[config.mk]
export PLATFORM = sky130hd
export DESIGN_NAME = sysmem_frame_fetch
export DESIGN_NICKNAME = d
export VERILOG_FILES = /design/src/rtl/display_pkg.sv /design/src/rtl/sysmem_frame_fetch.sv
export SDC_FILE = /design/constraint.sdc
export NUM_CORES = 1
export LEC_CHECK = 0
export ABC_AREA = 1
export CAP_MARGIN = 20
export CORE_UTILIZATION = 48
export CTS_CLUSTER_DIAMETER = 80
export DETAILED_ROUTE_END_ITERATION = 10
export GPL_ROUTABILITY_DRIVEN = 0
export PLACE_DENSITY_LB_ADDON = 0.15
export RECOVER_POWER = 50
export SLEW_MARGIN = 30
export SYNTH_ARGS = -nofsm -noshare
export SYNTH_HDL_FRONTEND = slang
export SYNTH_SLANG_ARGS = --single-unit
[constraint.sdc]
create_clock -name Clock -period 1.9 [get_ports Clock]
set_input_delay 0.19 -clock Clock [delete_from_list [all_inputs] [get_ports Clock]]
set_output_delay 0.19 -clock Clock [all_outputs]
set_load 0.02 [all_outputs]
[src/rtl/display_pkg.sv]
// Shared display-adaptor types and sizes for system memory, fetch and frame buffer.
package display_pkg;

    localparam int unsigned SM_DEPTH = 100;
    localparam int unsigned SM_AW    = 7;
    localparam int unsigned PIX_DW   = 24;

    typedef enum logic [2:0] {
        ST_IDLE,
        ST_LOAD,
        ST_LOAD_WAIT,
        ST_ISSUE,
        ST_CAPTURE,
        ST_WRITE,
        ST_DONE
    } fetch_state_t;

endpackage

[src/rtl/sysmem_frame_fetch.sv]
// Frame fetch initiator: strobes the system-memory load, reads every word in
// address order and forwards each word to the frame buffer over a ready-gated port.
module sysmem_frame_fetch
    import display_pkg::*;
#(
    parameter int unsigned DEPTH = SM_DEPTH,
    parameter int unsigned AW    = SM_AW,
    parameter int unsigned DW    = PIX_DW
) (
    input  logic          Clock,
    input  logic          Reset,
    input  logic          Start,
    output logic          Busy,
    output logic          Done,
    output logic [1:0]    FrameCnt,
    output logic          WESM,
    output logic          RESM,
    output logic [AW-1:0] AddrSM,
    input  logic [DW-1:0] SMData,
    output logic          WEFB,
    output logic [AW-1:0] AddrFB,
    output logic [DW-1:0] FBData,
    input  logic          FBReady
);

    localparam logic [AW-1:0] LAST_IDX = AW'(DEPTH - 1);

    fetch_state_t  state_q, state_d;
    logic [AW-1:0] idx_q, idx_d;
    logic [DW-1:0] data_q, data_d;
    logic [1:0]    frame_cnt_d;

    logic          busy_d, done_d, wesm_d, resm_d, wefb_d;
    logic [AW-1:0] addrsm_d, addrfb_d;
    logic [DW-1:0] fbdata_d;

    // Next-state logic; outputs are decoded from the next state so they can be registered.
    always_comb begin
        state_d     = state_q;
        idx_d       = idx_q;
        data_d      = data_q;
        frame_cnt_d = FrameCnt;

        case (state_q)
            ST_IDLE: begin
                if (Start) begin
                    state_d = ST_LOAD;
                    idx_d   = '0;
                end
            end
            ST_LOAD:      state_d = ST_LOAD_WAIT;
            ST_LOAD_WAIT: state_d = ST_ISSUE;
            ST_ISSUE:     state_d = ST_CAPTURE;
            ST_CAPTURE: begin
                // memory read has had the whole ISSUE+CAPTURE window to settle
                data_d  = SMData;
                state_d = ST_WRITE;
            end
            ST_WRITE: begin
                if (FBReady) begin
                    if (idx_q == LAST_IDX) begin
                        state_d     = ST_DONE;
                        frame_cnt_d = FrameCnt + 2'd1;
                    end else begin
                        idx_d   = idx_q + AW'(1);
                        state_d = ST_ISSUE;
                    end
                end
            end
            ST_DONE:  state_d = ST_IDLE;
            default:  state_d = ST_IDLE;
        endcase

        busy_d   = (state_d != ST_IDLE);
        done_d   = (state_d == ST_DONE);
        wesm_d   = (state_d == ST_LOAD);
        resm_d   = (state_d == ST_ISSUE) || (state_d == ST_CAPTURE);
        addrsm_d = resm_d ? idx_d : AddrSM;
        wefb_d   = (state_d == ST_WRITE);
        addrfb_d = wefb_d ? idx_d : '0;
        fbdata_d = wefb_d ? data_d : '0;
    end

    // State, datapath and registered outputs.
    always_ff @(posedge Clock) begin
        if (Reset) begin
            state_q  <= ST_IDLE;
            idx_q    <= '0;
            data_q   <= '0;
            FrameCnt <= '0;
            Busy     <= 1'b0;
            Done     <= 1'b0;
            WESM     <= 1'b0;
            RESM     <= 1'b0;
            AddrSM   <= '0;
            WEFB     <= 1'b0;
            AddrFB   <= '0;
            FBData   <= '0;
        end else begin
            state_q  <= state_d;
            idx_q    <= idx_d;
            data_q   <= data_d;
            FrameCnt <= frame_cnt_d;
            Busy     <= busy_d;
            Done     <= done_d;
            WESM     <= wesm_d;
            RESM     <= resm_d;
            AddrSM   <= addrsm_d;
            WEFB     <= wefb_d;
            AddrFB   <= addrfb_d;
            FBData   <= fbdata_d;
        end
    end

endmodule
# Word level (Yosys, flattened, before mapping)
# Index checks and enable logic that the tools add are counted.
# Widths: inputs -> output; s select.
totals:
  ff_bits: 79
  in_bits: 28
  out_inout_bits: 45
  wordCells: 40
op_classes:
  addsub: 2
  n_eq_ne: 11
  muxes: 9
  bitwise_logic: 1
  n_reduce_logical: 5
op_table:
  columns: ["operator", "n"]
  rows:
  - ["$mux 24", 1]
  - ["$mux 7", 3]
  - ["$pmux 3 s6", 1]
  - ["$eq 3x3->1 const B", 5]
  - ["$pmux 7 s2", 1]
  - ["$eq 3x2->1 const B", 3]
  - ["$mux 3", 3]
  - ["$add 7x1->7 const B", 1]
  - ["$eq 7x7->1 const B", 1]
  - ["$eq 3x1->1 const B", 2]
  - ["$logic_not 3->1", 1]
  - ["$reduce_and 3->1", 1]
  - ["$reduce_bool 3->1", 1]
  - ["$add 2x1->2 const B", 1]
  - ["$reduce_or 2->1", 1]
  - ["$logic_or 1x1->1", 1]
  - ["$not 1->1", 1]

# Logic depth before layout (Yosys ltp)
# Gate-level depths: netlist (run 1).
logic_depth:
  depth_word: 7
  mapped_depth: 11
  depth_no_buf: 11

# Worst setup path before layout (run 1)
# No wires, ideal clock.
synth_timing:
  path_type: "register to register"
  start: "reg idx_q[0]"
  end: "reg AddrSM[0]"
  setup_ns: 0.114
  arrival_ns: 1.318
  required_ns: 1.786
  setup_slack_ns: 0.469
  path_stages_with_launch: 11
  n_path_buf: 1
  synth_period_minus_slack_ns: 1.431
  path_cell_list: "dfxtp_1 -> ha_1 -> nand2_1 -> inv_1 -> nand3_2 -> nand2_1 -> nand2_2 -> nand3_2 -> buf_4 -> a21oi_1 -> nor2_1"
synth_between:
  elab_chain_len: 6
  elab_cells_between_ends: 12
  classes_between: "1 x add/sub; 3 x eq/ne; 7 x mux; 1 x reduce/logical"
synth_lines:
  columns: ["element", "line_no", "source"]
  rows:
  - ["from (decl)", "sysmem_frame_fetch.sv:29", "logic [AW-1:0] idx_q, idx_d;"]
  - ["from (signal assigned)", "sysmem_frame_fetch.sv:101", "idx_q <= idx_d;"]
  - ["$eq 7x7->1", "sysmem_frame_fetch.sv:61", "if (idx_q == LAST_IDX) begin"]
  - ["$mux 3", "sysmem_frame_fetch.sv:61", null]
  - ["$mux 3", "sysmem_frame_fetch.sv:60", "if (FBReady) begin"]
  - ["$pmux 3 s6", "sysmem_frame_fetch.sv:44", "case (state_q)"]
  - ["$eq 3x2->1 / $eq 3x3->1 (equally long branches)", "sysmem_frame_fetch.sv:77", "resm_d = (state_d == ST_ISSUE) || (state_d == ST_CAPTURE);"]
  - ["$logic_or 1x1->1", "sysmem_frame_fetch.sv:77", null]
  - ["to (signal assigned)", "sysmem_frame_fetch.sv:108", "AddrSM <= addrsm_d;"]
  - ["to (decl)", "sysmem_frame_fetch.sv:18", "output logic [AW-1:0] AddrSM,"]
# Several ways; a longest one is shown, not always the timed one.
# A chain may end at the register's enable or synchronous reset.

# Worst setup path after layout (run 1)
layout_timing:
  start: "reg state_q[0]"
  end: "reg data_q[22]"
layout_between:
  elab_chain_len: 2
layout_lines:
  columns: ["element", "line_no", "source"]
  rows:
  - ["from (decl)", "sysmem_frame_fetch.sv:28", "fetch_state_t state_q, state_d;"]
  - ["from (signal assigned)", "sysmem_frame_fetch.sv:100", "state_q <= state_d;"]
  - ["$eq 3x3->1", "sysmem_frame_fetch.sv:44", null]
  - ["$mux 24", "sysmem_frame_fetch.sv:44", null]
  - ["to (signal assigned)", "sysmem_frame_fetch.sv:102", "data_q <= data_d;"]
  - ["to (decl)", "sysmem_frame_fetch.sv:30", "logic [DW-1:0] data_q, data_d;"]
# Every way passes these cells.

==> results of run 1 <==
## final cells by class
class | count | area, sq um
clock inverters | 6 | 83.8
multi-input cells | 197 | 1110
fillers | 470 | 1780
well taps | 72 | 90.1
flip-flops and latches | 79 | 1580
inverters | 32 | 125
repair buffers | 77 | 778
clock buffers | 10 | 128
## registers in the layout (all words and copies together), names as in the netlist
register,flops
FrameCnt,2
Done,1
state_q,3
data_q,24
WESM,1
AddrFB,7
FBData,24
RESM,1
Busy,1
idx_q,7
AddrSM,7
WEFB,1
## stage by stage
step,power (mW),setup slack [ps]
global placement,2.24,220
finish,3.53,148
global route,3.69,28.4
floorplan,2.08,469
CTS,3.58,162
detailed placement,2.25,170
## logic make-up (layout without fill, tap and decap cells)
family,count (synthesis),count (layout),share of synthesized area
and+or+nand+nor,162,162,0.276
DFF,79,79,0.544
buffers and inverters,43,125,0.0714
muxes,24,24,0.0826
AOI/OAI and AO/OA,9,9,0.0189
adders and majority gates,1,1,0.00430
xor gates and xnor gates,1,1,0.00301
## path summary, 6_finish.rpt
kind	from	endpoint	slack (ps)	cells past startpoint
max	state_q[0]	data_q[22]	150	5
min reg2reg	data_q[0]	data_q[0]	500	2
min	SMData[0]	data_q[0]	480	3
max reg2reg	state_q[0]	data_q[22]	150	5
## routing by layer
layer / track usage / part of all wire
met1: 0.228 / 0.47
met2: 0.321 / 0.48
met3: 0.0697 / 0.042
met4: 0.0804 / 0.014
met5: 0 / 0
## power groups by stage
stage | Combinational, mW | Clock, mW | Sequential [mW]
2_1_floorplan | 0.245 | 0 | 1.83
3_3_place_gp | 0.459 | 0 | 1.78
3_5_place_dp | 0.464 | 0 | 1.79
4_1_cts | 0.466 | 1.37 | 1.75
5_1_grt | 0.499 | 1.44 | 1.75
6_report | 0.447 | 1.34 | 1.75
## worst max-delay path: stages (launching register included)
cell      delay, ps
dfxtp_1         470
nor2_2           60
nand2_1         220
clkbuf_2        420
mux2i_1         390
nor2_1           70
## synth_stat cells
cell type and count:
dfxtp_1 79, nor2_1 57, nand2_1 48, inv_1 30, nor2_2 30, mux2i_1 24, nand3_1 11, buf_6 5
clkbuf_1 5, nand3_2 5, o21ai_0 4, a21oi_1 3, nand2_2 2, nand2_4 2, nand4_1 2, nor2_4 2
buf_4 1, clkinv_4 1, ha_1 1, inv_2 1, nand3_4 1, nand3b_1 1, nand4_4 1, o211ai_1 1
o211ai_2 1, xor2_1 1
## layout by cell type (no fill, tap or decap), types with 2 or more instances in the layout
cell type,netlist,final
nand2_1,48,49
nand3_2,5,4
nor2_4,2,2
dlygate4sd3_1,0,37
nor2_1,57,57
nand2_2,2,2
bufinv_16,0,2
a21oi_1,3,3
clkbuf_2,0,2
mux2i_1,24,24
o21ai_0,4,4
dfxtp_1,79,79
nand4_1,2,2
clkinv_2,0,3
inv_1,30,30
clkdlybuf4s50_1,0,35
nor2_2,30,30
buf_12,0,2
nand3_1,11,12
clkbuf_8,0,9
==> out/qor.yml, run 1 <==
sta:
  final.min_clock_period_ps: 1750
  whs_ps: 484
  fin_skew_ps: 9.36
  fmax_ghz: 0.571
  period_share: 0.922
  hold_viol_final: 0
  finalSetupViolations: 0
  tightest_slew_ps: 432
  setup_tns_ps: 0
  maxSlewHeadroom: 0.712
  grt_setup_unrepaired: "false"
  drv_slew: 0
die:
  rows: 27
  coreArea_sq_um: 5680
  die_w_microns: 79.9
  fp.dieArea_sq_um: 6380
  die_h_microns: 79.9
  initial_core_util: 0.513
  ioPinCount: 73
worst_hold_path:
  min-delay-path-class: "input pin to register"
logic_synthesis:
  yosys.area.top_type: "dfxtp_1"
  netlist_top_cells_area: "dfxtp_1 (54%), mux2i_1 (8.3%), nor2_1 (7.4%)"
  syn-num-nets: 348
  netlist.area_leader.share: 0.544
  yosysSeqAreaShare: 0.544
  ys_warn_count: 0
  avgSynthCellArea_sq_um: 9.12
  syn_inst: 319
  synthDistinctLibCells: 26
  ys_seq_elements: 79
  syn_area_sq_um: 2910
power_and_ir_drop:
  switching_share: 0.249
  power_density_nw_per_um2: 906
  seqPwrFrac: 0.495
  vdd_drop_max_mv: 0.757
  clkPwrFrac: 0.379
  intPower_mw: 2.65
  p_sw_mw: 0.878
  pwr-share-comb: 0.127
  leakage_nw: 1.87
clock_network:
  cts-root-buf: "clkbuf_8"
  cts_resized: 0
  numClockSinks: 79
  postCtsSetupBuffers: 0
  clkTransAtPathRegs_ps: 80
  clk_latency_ps: 350
  tritoncts: "built"
  h-tree-depth: 3
  clock_path_buffers: 2
  cts_buffers: 9
  ctsHoldBuffers: 0
worst_setup_path:
  cp-start-kind: "register"
  arrival_ps: 1980
  crit_type: "register to register"
  cp-end-kind: "register"
  path_max_fanout: 12
  crit_required_ps: 2130
place:
  io_buffer_count: 72
  dp.cells: 457
  placed_area_sq_um: 3700
  dp_hpwl_microns: 3850
grt:
  grt_pass1_wl_microns: 9320
  grt_pass1_vias: 2174
  grt_util_all_layers: 0.195
  antenna_found_initial: 0
  grt-ovfl-total: 0
  grt_start_max_net_pins: 37
route:
  drc: 0
  routed_via_density: 4.67
  first_pass_iters: 4
  wl_per_cell_microns: 11.7
  vias: 2209
  wl_microns: 5560
  drtIter0Drc: 105
  postRouteAntennaNets: 0
finish:
  syn_to_final_growth_pct: 33.9
  fin_cells: 473
  fin_area_sq_um: 3900
  post-route-util: 0.687
  diodes: 0
  drive_gt1_frac: 0.162
  nNetsFinal: 425
run:
  cap_violations: 0
status:
  status: "completed"
Power figures use the tool's default switching activity.
==> run 2, diff against run 1 <==
--- a/config.mk
+++ b/config.mk
@@ -13,7 +13,7 @@
 export GPL_ROUTABILITY_DRIVEN = 0
 export PLACE_DENSITY_LB_ADDON = 0.15
 export RECOVER_POWER = 50
-export SLEW_MARGIN = 30
+export SLEW_MARGIN = 20
 export SYNTH_ARGS = -nofsm -noshare
 export SYNTH_HDL_FRONTEND = slang
 export SYNTH_SLANG_ARGS = --single-unit
==> results of run 2 <==
Same layout as run 1: the final DEF is identical, and so are final timing and power.
==> run 3, diff against run 2 <==
--- a/config.mk
+++ b/config.mk
@@ -7,12 +7,13 @@
 export LEC_CHECK = 0
 export ABC_AREA = 1
 export CAP_MARGIN = 20
-export CORE_UTILIZATION = 48
+export CORE_UTILIZATION = 40
 export CTS_CLUSTER_DIAMETER = 80
 export DETAILED_ROUTE_END_ITERATION = 10
 export GPL_ROUTABILITY_DRIVEN = 0
 export PLACE_DENSITY_LB_ADDON = 0.15
 export RECOVER_POWER = 50
+export SKIP_LAST_GASP = 1
 export SLEW_MARGIN = 20
 export SYNTH_ARGS = -nofsm -noshare
 export SYNTH_HDL_FRONTEND = slang
==> run 3 against run 2 <==
  * Combinational power barely moved
  * Non-clock buffer count is 2 higher
  * Core utilization is 12 points lower
  * Design area is 0.71% higher
  * Final cell count is 5.3% higher
  * Worst setup slack better by 57 ps
  * Global-route usage is 2.7 points lower
  * First-iteration DRC count down 45%
  * Flip-flop and latch count unchanged
  * Wire length rose by 4.2%
  * Critical path type unchanged
==> out/qor.yml, run 3 (same netlist as run 1, synthesis figures left out) <==
status:
  status: "completed"
die:
  fp.dieArea_sq_um: 7620  # +19%
  ioPinCount: 73  # unchanged
  die_w_microns: 87.3  # +9.3%
  die_h_microns: 87.3  # +9.3%
  initial_core_util: 0.421  # -0.0914
  coreArea_sq_um: 6910  # +22%
  rows: 30  # +11%
worst_setup_path:
  crit_required_ps: 2110  # -20 ps
  cp-end-kind: "register"
  worstSetupStartpoint: "state_q[0]"
  arrival_ps: 1910  # -70 ps
  cpMostUsedCell: "nor2_1"
  cp_slowest_cell: "dfxtp_1"
  cp-start-kind: "register"
  crit_type: "register to register"
  path_max_fanout: 13  # +1
  critical_path.max_stage_delay_ps: 440  # -30 ps
  reg2reg_from: "state_q[0]"
  crit_buf_inv: 1  # unchanged
  critPathTopFamily: "flip-flops"
  reg2reg_to: "data_q[12]"
  ff2ff_path_depth: 5  # unchanged
  r2r_slack_ps: 210  # +60 ps
  crit_chain: "nor2_1 -> nand2_4 -> clkbuf_2 -> mux2i_1 -> nor2_1"
worst_hold_path:
  min-delay-path-class: "input pin to register"
  holdPathEnd: "WESM"
  hold_start: "Start"
  holdPathStages: 3  # unchanged
power_and_ir_drop:
  leakage_nw: 1.89  # +1.0%
  vdd_drop_max_mv: 0.375  # -50%
  switching_share: 0.256  # +0.00689
  power_density_nw_per_um2: 871  # -3.8%
  seqPwrFrac: 0.510  # +0.015
  intPower_mw: 2.54  # -4.0%
  p_sw_mw: 0.874  # -0.46%
  clkPwrFrac: 0.358  # -0.021
  pwr-share-comb: 0.131  # +0.004
sta:
  maxSlewHeadroom: 0.464  # -0.247
  fin_skew_ps: 8.08  # -1.27 ps
  drv_slew: 0  # unchanged
  final.min_clock_period_ps: 1690  # -56.8 ps
  hold_viol_final: 0  # unchanged
  grt_setup_unrepaired: "false"
  setup_tns_ps: 0  # unchanged
  finalSetupViolations: 0  # unchanged
  fin_ws_ps: 205  # +56.8 ps
  fmax_ghz: 0.590  # +3.4%
  tightest_slew_ps: 804  # +372 ps
  period_share: 0.892  # -0.0299
place:
  post-place-ws_ps: 128  # -41.7 ps
  io_buffer_count: 72  # unchanged
  dp_hpwl_microns: 4140  # +7.6%
route:
  drtIter0Drc: 58  # -45%
  first_pass_iters: 4  # unchanged
  wl_microns: 5790  # +4.2%
  routed_via_density: 4.34  # -7.2%
  vias: 2159  # -2.3%
  wl_per_cell_microns: 11.6  # -1.0%
  postRouteAntennaNets: 0  # unchanged
  drc: 0  # unchanged
clock_network:
  cts_resized: 0  # unchanged
  tritoncts: "built"
  clkTransAtPathRegs_ps: 80  # about the same
  h-tree-depth: 3  # unchanged
  clk_latency_ps: 350  # about the same
  cts_buffers: 9  # unchanged
  numClockSinks: 79  # unchanged
  clock_path_buffers: 2  # unchanged
  cts-root-buf: "clkbuf_8"
grt:
  antenna_found_initial: 0  # unchanged
  grt_pass1_wl_microns: 9480  # +1.7%
  grt_start_max_net_pins: 37  # unchanged
  grt-ovfl-total: 0  # unchanged
  grt_util_all_layers: 0.167  # -0.0274
  grt_pass1_vias: 1958  # -9.9%
finish:
  diodes: 0  # unchanged
  nNetsFinal: 427  # +0.47%
  largestRegisters: "FBData (24), data_q (24)"
  layout_commonest_cell: "dfxtp_1"
  layout_common_cells: "dfxtp_1 (79), nor2_1 (59), nand2_1 (49)"
  drive_gt1_frac: 0.162  # -0.000403
  post-route-util: 0.568  # -0.118
  syn_to_final_growth_pct: 34.9
run:
  cap_violations: 0  # unchanged
## run 3: cell count changes in the layout (fill, tap and decap cells not counted), moves of 2 or more
cell / delta
nor2_2: -2
nor2_1: +2
dlygate4sd3_1: +4
clkdlybuf4s50_1: -4
## run 3: worst max-delay path by stage
stage                       to  slack, ps  cells after the start
CTS                  FBData[6]        120                     10
finish              data_q[12]        210                      5
global route        data_q[12]        100                      5
floorplan            AddrSM[0]        470                     10
global placement      idx_q[5]        170                     10
detailed placement   FBData[1]        130                      7
## run 3: tightest hold or removal path: cells and delay by family
kind / cells / cell delay (ps)
simple gates: 2 / 170
buf+inv: 1 / 420
## run 3: metrics by stage
stage	hold slack [ps]	instances	power, mW	instance area [sq um]
global route	482	498	3.58	3920
detailed placement	475	482	2.26	3740
floorplan	347	319	2.08	2910
finish	477	498	3.42	3920
global placement	459	482	2.25	3740
CTS	463	497	3.48	3930
## run 3: layout make-up
cell class	instances	area (sq um)
Clock buffer	10	138
Clock inverter	5	56.3
Timing Repair Buffer	79	791
Sequential cell	79	1580
Tap cell	96	120
Fill cell	665	2980
Multi-Input combinational cell	197	1110
Inverter	32	125
## run 3: repair_timing
action	in CTS	in global routing
hold buffers	0	0
setup buffers	0	1
endpoints found under the setup margin	0	11
## run 3: routing by layer
layer / routed length (microns) / vias up / GRT usage
li1: - / 1143 / -
met1: 2740 / 954 / 0.220
met2: 2610 / 53 / 0.246
met3: 332 / 9 / 0.0521
met4: 116 / 0 / 0.0849
met5: 0 / - / 0
## run 3: power groups by stage
| stage | registers, mW | clock network (mW) | logic (mW) |
|---|---|---|---|
| after global placement | 1.78 | 0 | 0.467 |
| final | 1.74 | 1.22 | 0.449 |
| after detailed placement | 1.79 | 0 | 0.471 |
| after global routing | 1.75 | 1.32 | 0.501 |
| after CTS | 1.75 | 1.25 | 0.473 |
| after floorplan | 1.83 | 0 | 0.245 |
